### src/rtl/ct_lsu_dcache_tag_ctrl_pkg.sv
// Shared LSU dcache tag definitions: array geometry and the access-controller FSM encoding.
package ct_lsu_dcache_tag_ctrl_pkg;

  localparam int TAG_W     = 52;
  localparam int WAY_W     = 26;
  localparam int WAY_NUM   = 2;
  localparam int TAG_IDX_W = 9;

  typedef enum logic [1:0] {
    ST_IDLE  = 2'b00,
    ST_SWEEP = 2'b01,
    ST_DONE  = 2'b10
  } tag_state_e;

endpackage

### src/rtl/ct_lsu_dcache_tag_ctrl_if.sv
// Requester-side bundle of the dcache tag controller: invalidate, write and read ports.
interface ct_lsu_dcache_tag_ctrl_if
  import ct_lsu_dcache_tag_ctrl_pkg::*;
#(
  parameter int IDX_W = 9
);
  logic               inv_all_req;
  logic               inv_busy;
  logic               inv_all_done;
  logic               wr_vld;
  logic [IDX_W-1:0]   wr_idx;
  logic [WAY_NUM-1:0] wr_way;
  logic [TAG_W-1:0]   wr_din;
  logic               wr_grnt;
  logic               rd_vld;
  logic [IDX_W-1:0]   rd_idx;
  logic               rd_grnt;
  logic               rd_data_vld;
  logic [TAG_W-1:0]   rd_data;

  modport master (
    output inv_all_req, wr_vld, wr_idx, wr_way, wr_din, rd_vld, rd_idx,
    input  inv_busy, inv_all_done, wr_grnt, rd_grnt, rd_data_vld, rd_data
  );

  modport slave (
    input  inv_all_req, wr_vld, wr_idx, wr_way, wr_din, rd_vld, rd_idx,
    output inv_busy, inv_all_done, wr_grnt, rd_grnt, rd_data_vld, rd_data
  );
endinterface

### src/rtl/ct_lsu_dcache_tag_ctrl.sv
// Dcache tag SRAM access controller: invalidate sweep > write > read arbitration,
// active-low array controls and a one-cycle registered read-valid.
module ct_lsu_dcache_tag_ctrl
  import ct_lsu_dcache_tag_ctrl_pkg::*;
#(
  parameter int IDX_W       = 9,
  parameter bit INIT_ON_RST = 1'b1
)(
  input  logic                   forever_cpuclk,
  input  logic                   cpurst_b,
  input  logic                   cp0_lsu_icg_en,
  ct_lsu_dcache_tag_ctrl_if.slave lsu,
  output logic [TAG_IDX_W-1:0]   tag_idx,
  output logic [TAG_W-1:0]       tag_din,
  output logic                   tag_sel_b,
  output logic                   tag_gwen_b,
  output logic [WAY_NUM-1:0]     tag_wen_b,
  output logic                   tag_gateclk_en,
  input  logic [TAG_W-1:0]       tag_dout
);

  localparam logic [IDX_W-1:0] SWEEP_LAST = '1;

  tag_state_e       state_reg, state_next;
  logic [IDX_W-1:0] sweep_cnt_reg, sweep_cnt_next;
  logic             init_pend_reg, init_pend_next;
  logic             rd_data_vld_reg;
  logic             icg_en_unused;

  // The ICG enable belongs to the array wrapper's clock gate; nothing here consumes it.
  assign icg_en_unused = cp0_lsu_icg_en;

  always_ff @(posedge forever_cpuclk or negedge cpurst_b) begin
    if (!cpurst_b) begin
      state_reg       <= ST_IDLE;
      sweep_cnt_reg   <= '0;
      init_pend_reg   <= INIT_ON_RST;
      rd_data_vld_reg <= 1'b0;
    end else begin
      state_reg       <= state_next;
      sweep_cnt_reg   <= sweep_cnt_next;
      init_pend_reg   <= init_pend_next;
      rd_data_vld_reg <= lsu.rd_grnt;
    end
  end

  always_comb begin
    state_next     = state_reg;
    sweep_cnt_next = sweep_cnt_reg;
    init_pend_next = init_pend_reg;
    case (state_reg)
      ST_IDLE: begin
        if (lsu.inv_all_req || init_pend_reg) begin
          state_next     = ST_SWEEP;
          sweep_cnt_next = '0;
          init_pend_next = 1'b0;
        end
      end
      ST_SWEEP: begin
        // Counter parks on the last index; it is cleared again on the next sweep entry.
        if (sweep_cnt_reg == SWEEP_LAST) begin
          state_next = ST_DONE;
        end else begin
          sweep_cnt_next = sweep_cnt_reg + IDX_W'(1);
        end
      end
      ST_DONE: state_next = ST_IDLE;
      default: state_next = ST_IDLE;
    endcase
  end

  always_comb begin
    tag_sel_b    = 1'b1;
    tag_gwen_b   = 1'b1;
    tag_wen_b    = '1;
    tag_idx      = '0;
    tag_din      = '0;
    lsu.wr_grnt  = 1'b0;
    lsu.rd_grnt  = 1'b0;
    if (state_reg == ST_SWEEP) begin
      tag_sel_b  = 1'b0;
      tag_gwen_b = 1'b0;
      tag_wen_b  = '0;
      tag_idx    = TAG_IDX_W'(sweep_cnt_reg);
    end else if (lsu.wr_vld) begin
      // A colliding read is refused regardless of index; the requester retries.
      lsu.wr_grnt = 1'b1;
      tag_sel_b   = 1'b0;
      tag_gwen_b  = 1'b0;
      tag_wen_b   = ~lsu.wr_way;
      tag_idx     = TAG_IDX_W'(lsu.wr_idx);
      tag_din     = lsu.wr_din;
    end else if (lsu.rd_vld) begin
      lsu.rd_grnt = 1'b1;
      tag_sel_b   = 1'b0;
      tag_idx     = TAG_IDX_W'(lsu.rd_idx);
    end
  end

  assign tag_gateclk_en   = ~tag_sel_b;
  assign lsu.inv_busy     = (state_reg == ST_SWEEP);
  assign lsu.inv_all_done = (state_reg == ST_DONE);
  assign lsu.rd_data_vld  = rd_data_vld_reg;
  assign lsu.rd_data      = rd_data_vld_reg ? tag_dout : '0;

endmodule

### src/flat_wrapper.sv
// flat-port wrapper written by rule: the top's interface ports become plain ports
module ct_lsu_dcache_tag_ctrl_flat import ct_lsu_dcache_tag_ctrl_pkg::*;
#(
  parameter int IDX_W       = 9,
  parameter bit INIT_ON_RST = 1'b1
)
  (forever_cpuclk, cpurst_b, cp0_lsu_icg_en, tag_idx, tag_din, tag_sel_b, tag_gwen_b, tag_wen_b, tag_gateclk_en, tag_dout, lsu_inv_all_req, lsu_wr_vld, lsu_wr_idx, lsu_wr_way, lsu_wr_din, lsu_rd_vld, lsu_rd_idx, lsu_inv_busy, lsu_inv_all_done, lsu_wr_grnt, lsu_rd_grnt, lsu_rd_data_vld, lsu_rd_data);
  ct_lsu_dcache_tag_ctrl_if #(.IDX_W(IDX_W)) lsu_i ();
  input  logic forever_cpuclk;
  input  logic cpurst_b;
  input  logic cp0_lsu_icg_en;
  output logic [TAG_IDX_W-1:0] tag_idx;
  output logic [TAG_W-1:0] tag_din;
  output logic tag_sel_b;
  output logic tag_gwen_b;
  output logic [WAY_NUM-1:0] tag_wen_b;
  output logic tag_gateclk_en;
  input  logic [TAG_W-1:0] tag_dout;
  input wire logic [$bits(lsu_i.inv_all_req)-1:0] lsu_inv_all_req;
  input wire logic [$bits(lsu_i.wr_vld)-1:0] lsu_wr_vld;
  input wire logic [$bits(lsu_i.wr_idx)-1:0] lsu_wr_idx;
  input wire logic [$bits(lsu_i.wr_way)-1:0] lsu_wr_way;
  input wire logic [$bits(lsu_i.wr_din)-1:0] lsu_wr_din;
  input wire logic [$bits(lsu_i.rd_vld)-1:0] lsu_rd_vld;
  input wire logic [$bits(lsu_i.rd_idx)-1:0] lsu_rd_idx;
  output wire logic [$bits(lsu_i.inv_busy)-1:0] lsu_inv_busy;
  output wire logic [$bits(lsu_i.inv_all_done)-1:0] lsu_inv_all_done;
  output wire logic [$bits(lsu_i.wr_grnt)-1:0] lsu_wr_grnt;
  output wire logic [$bits(lsu_i.rd_grnt)-1:0] lsu_rd_grnt;
  output wire logic [$bits(lsu_i.rd_data_vld)-1:0] lsu_rd_data_vld;
  output wire logic [$bits(lsu_i.rd_data)-1:0] lsu_rd_data;
  assign lsu_i.inv_all_req = lsu_inv_all_req;
  assign lsu_i.wr_vld = lsu_wr_vld;
  assign lsu_i.wr_idx = lsu_wr_idx;
  assign lsu_i.wr_way = lsu_wr_way;
  assign lsu_i.wr_din = lsu_wr_din;
  assign lsu_i.rd_vld = lsu_rd_vld;
  assign lsu_i.rd_idx = lsu_rd_idx;
  assign lsu_inv_busy = lsu_i.inv_busy;
  assign lsu_inv_all_done = lsu_i.inv_all_done;
  assign lsu_wr_grnt = lsu_i.wr_grnt;
  assign lsu_rd_grnt = lsu_i.rd_grnt;
  assign lsu_rd_data_vld = lsu_i.rd_data_vld;
  assign lsu_rd_data = lsu_i.rd_data;
  ct_lsu_dcache_tag_ctrl #(.IDX_W(IDX_W), .INIT_ON_RST(INIT_ON_RST)) u_core (.forever_cpuclk(forever_cpuclk), .cpurst_b(cpurst_b), .cp0_lsu_icg_en(cp0_lsu_icg_en), .lsu(lsu_i), .tag_idx(tag_idx), .tag_din(tag_din), .tag_sel_b(tag_sel_b), .tag_gwen_b(tag_gwen_b), .tag_wen_b(tag_wen_b), .tag_gateclk_en(tag_gateclk_en), .tag_dout(tag_dout));
endmodule
### config.mk
export PLATFORM = sky130hd
export DESIGN_NAME = ct_lsu_dcache_tag_ctrl_flat
export DESIGN_NICKNAME = d
export VERILOG_FILES = /design/src/rtl/ct_lsu_dcache_tag_ctrl_pkg.sv /design/src/rtl/ct_lsu_dcache_tag_ctrl_if.sv /design/src/rtl/ct_lsu_dcache_tag_ctrl.sv /design/src/flat_wrapper.sv
export SDC_FILE = /design/constraint.sdc
export NUM_CORES = 1
export LEC_CHECK = 0
export BUFFER_PORTS_ARGS = -buffer_cell sky130_fd_sc_hd__buf_2
export CORE_AREA = 10 10 89 91
export DETAILED_ROUTE_END_ITERATION = 8
export DIE_AREA = 0 0 99 101
export HOLD_SLACK_MARGIN = 0.1
export PLACE_DENSITY_LB_ADDON = 0.1
export SKIP_LAST_GASP = 1
export SLEW_MARGIN = 10
export SYNTH_ARGS = -nofsm -noshare
export SYNTH_HDL_FRONTEND = slang
export SYNTH_SLANG_ARGS = --single-unit
### constraint.sdc
create_clock -name forever_cpuclk -period 3 [get_ports forever_cpuclk]
set_input_delay 0.6 -clock forever_cpuclk [delete_from_list [all_inputs] [get_ports forever_cpuclk]]
set_output_delay 0.6 -clock forever_cpuclk [all_outputs]
set_load 0.02 [all_outputs]
==> results.sh <==
export IMPL_seq_area_frac_synth_pct=21.07
export IMPL_avgRoutedWirePerCell_um=18.04
export IMPL_critPathKind="in2out"
export IMPL_postLayoutCellArea_um2=2887
export IMPL_cp_end_kind="output port"
export IMPL_max_cap_viol_count=0
export IMPL_slowest_cp_cell="nor2b_1"
export IMPL_clock_sink_count=13
export IMPL_post_dp_hpwl_mm=8.223
export IMPL_peakVddDrop_v=0.0001757
export IMPL_synth_compound_area_share_pct=7.506
export IMPL_drt_first_iter_violations=68
export IMPL_largest_register_ff_count=9
export IMPL_timing_critical_path_mode_cell="buf_2"
export IMPL_yosys_cell_types_count=31
export IMPL_worstSkewPairLatency_ns=0.24
export IMPL_worst_clock_skew_ns=0.001828
export IMPL_synthesis_instances=218
export IMPL_drtAntennaViolNets=0
export IMPL_critical_path_arrival_ns=1.83
export IMPL_slew_violations=0
export IMPL_drt_drc_violations_left=0
export IMPL_antenna_cells=0
export IMPL_total_power_mw=0.7617
export IMPL_synth_seq_cells=13
export IMPL_cts_repair_timing_setup_buffer_count=0
export IMPL_muxShareOfSynthArea_pct=0.7264
export IMPL_cp_data_required_time_ns=2.40
export IMPL_final_layout_size_suffix_gt1_share_pct=58.11
export IMPL_ctsHoldBuffers=0
export IMPL_max_clock_buf_depth=2
export IMPL_final_hold_viol_count=0
export IMPL_cts_resized=0
export IMPL_power_switching_mw=0.2857
export IMPL_synthSimpleGateAreaFrac_pct=59.64
export IMPL_areaGrowthSynthToFinish_pct=86.20
export IMPL_grt_pass1_wl_mm=13.73
export IMPL_synth_area_um2=1550
export IMPL_yosys_area_share_xor_xnor_pct=2.825
export IMPL_status="finished clean"
export IMPL_std_cell_rows=29
export IMPL_viasPerCell=4.518
export IMPL_sw_frac_of_total_pct=37.51
export IMPL_post_cts_clock_slew_at_the_launch_and_capture_registers_of_the_worst_setup_and_hold_paths_ns=0.05
export IMPL_setup_total_negative_slack_ns=0
export IMPL_initial_utilization_pct=24.98
export IMPL_largest_family_of_logic_cells_by_synthesized_area="simple AND/OR/NAND/NOR gates"
export IMPL_grt_antenna_before_repair=0
export IMPL_power_combinational_fraction_pct=44.0
export IMPL_non_filler_cells_in_the_finished_layout=533
export IMPL_core_area_um2=6205
export IMPL_max_slew_margin_rel_pct=47.32
export IMPL_vias=2408
export IMPL_die_area_um2=9999
export IMPL_grt_start_max_net_pins=67
export IMPL_vias_in_the_first_global_route=2249
export IMPL_timing_final_crit_share_pct=80.97
export IMPL_rsz0062_at_grt="no"
export IMPL_die_span_in_y_um=101
export IMPL_placed_cell_area_um2=2841
export IMPL_h_tree_lvl_count=1
export IMPL_share_clk_of_total_power_pct=20.0
export IMPL_number_of_warnings_printed_during_yosys_synthesis=0
export IMPL_timing_critical_path_slowest_cell_delay_ns=0.64
export IMPL_place_congestion=0.8069
export IMPL_numCtsBuffers=3
export IMPL_most_common_layout_cells="buf_2 (251), and2_1 (56), and3_1 (56)"
export IMPL_io_buffer_count=251
export IMPL_internal_power_mw=0.4760
export IMPL_floorplan_die_width_um=99
export IMPL_design_final_nets=589
export IMPL_fin_util_pct=46.52
export IMPL_cts_tree="built"
export IMPL_synth_nets=350
export IMPL_grt_use_total_pct=16.84
export IMPL_crit_fanout=9
export IMPL_static_leakage_power_nw=2.070
export IMPL_firstDrtPassIters=4
export IMPL_holdCritPathClass="in2async"
export IMPL_grt_ovfl_total=0
export IMPL_cts_root_buffer="clkbuf_8"
export IMPL_synth_avg_cell_area_um2=7.111
export IMPL_setup_viol_count_final=0
export IMPL_placed_cell_count=529
export IMPL_worstMarginPinSlew_ns=0.7885
export IMPL_layout_commonest_cell="buf_2"
export IMPL_timing_critical_path_cells="buf_2 -> nor2b_1 -> a221oi_1 -> nor2_1 -> buf_2"
export IMPL_detail_route_wirelength_mm=9.614
export IMPL_setup_worst_path_start_class="input pin"
export IMPL_pwr_share_seq_pct=36.0
export IMPL_maximum_frequency_from_static_timing_analysis_mhz=411.7
export IMPL_floorplan_io_pins=253
export IMPL_power_per_cell_area_nw_per_um2=263.9
export IMPL_fin_crit_period_ns=2.429
export IMPL_synth_fa_ha_area_share_pct=1.614
==> layer usage <==
layer  routed length (µm)  track usage [%]  share of wire, %  vias up
li1                     -                -                 -     1219
met5                    0                0                 0        -
met1                 3544            18.48                37     1060
met4                    0            1.323                 0        0
met3                  875            5.281               9.1        0
met2                 5193            31.91                54      129
==> kinds of logic (layout without fill, tap and decap cells) <==
| family | after synthesis | after routing |
|---|---|---|
| and+or+nand+nor | 158 | 158 |
| adders and majority gates | 2 | 2 |
| muxes | 1 | 1 |
| buffers and inverters | 24 | 262 |
| DFF | 13 | 13 |
| AOI/OAI and AO/OA | 15 | 15 |
| xor gates and xnor gates | 5 | 5 |
==> worst max-delay path: cells and delay by family <==
family	cells	cell delay [ns]
buffers and inverters	2	0.28
AO/OA/AOI/OAI	1	0.19
AND/OR/NAND/NOR	2	0.76
==> layout make-up <==
class	instances	area [µm²]
Multi-Input combinational cell	181	1121
Clock buffer	4	45.04
Inverter	3	11.26
Tap cell	77	96.34
Fill cell	645	3318
Sequential cell	13	326.6
Timing Repair Buffer	255	1286
==> through the flow <==
| step | setup slack, ns | hold slack (ns) |
|---|---|---|
| detailed placement | 0.5165 | 0.4609 |
| floorplan | 0.9736 | 0.3044 |
| global route | 0.3768 | 0.2591 |
| global placement | 0.5442 | 0.4536 |
| finish | 0.5710 | 0.2439 |
| CTS | 0.5073 | 0.2481 |
==> power groups by stage <==
stage,sequential [mW],clock (mW),combinational (mW)
after floorplan,0.261,0,0.194
after global placement,0.275,0,0.334
after detailed placement,0.276,0,0.338
after CTS,0.273,0.160,0.342
after global routing,0.283,0.172,0.372
final,0.274,0.152,0.335
==> synth_stat cells <==
cell type | instances | area, µm²
nand2_4 | 1 | 11.26
a221oi_1 | 9 | 78.83
and3_1 | 56 | 350.3
nand3_1 | 4 | 20.02
nand2b_1 | 1 | 6.260
buf_4 | 1 | 7.510
nor3b_1 | 1 | 7.510
mux2_2 | 1 | 11.26
nor2_1 | 26 | 97.59
a32o_1 | 1 | 10.01
and2_1 | 56 | 350.3
and4_1 | 1 | 8.760
nor2b_1 | 1 | 6.260
clkbuf_1 | 18 | 67.56
buf_6 | 1 | 11.26
or3_4 | 1 | 11.26
nand2_1 | 5 | 18.77
inv_1 | 1 | 3.750
dfstp_2 | 1 | 26.28
buf_2 | 1 | 5.000
xor2_1 | 5 | 43.79
nand4_1 | 2 | 12.51
or3_1 | 1 | 6.260
inv_2 | 2 | 7.510
a21oi_1 | 3 | 15.01
ha_1 | 2 | 25.02
o21ai_1 | 1 | 5.000
dfrtp_1 | 12 | 300.3
nor3_2 | 1 | 10.01
and2b_1 | 1 | 7.510
o21a_1 | 1 | 7.510
==> final timing paths <==
| path | startpoint | depth (start not counted) | slack, ns | to |
|---|---|---|---|---|
| setup / recovery | lsu_rd_vld | 5 | 0.57 | tag_idx[2] |
| hold / removal | cpurst_b | 1 | 0.24 | u_core.state_reg[1] |
| setup reg to reg | u_core.sweep_cnt_reg[0] | 9 | 0.67 | u_core.sweep_cnt_reg[6] |
| hold reg to reg | u_core.init_pend_reg | 1 | 0.47 | u_core.init_pend_reg |
| max in group asynchronous | cpurst_b | 1 | 2.48 | u_core.init_pend_reg |
| min in group forever_cpuclk | u_core.init_pend_reg | 1 | 0.47 | u_core.init_pend_reg |
Power figures use the tool's default switching activity.
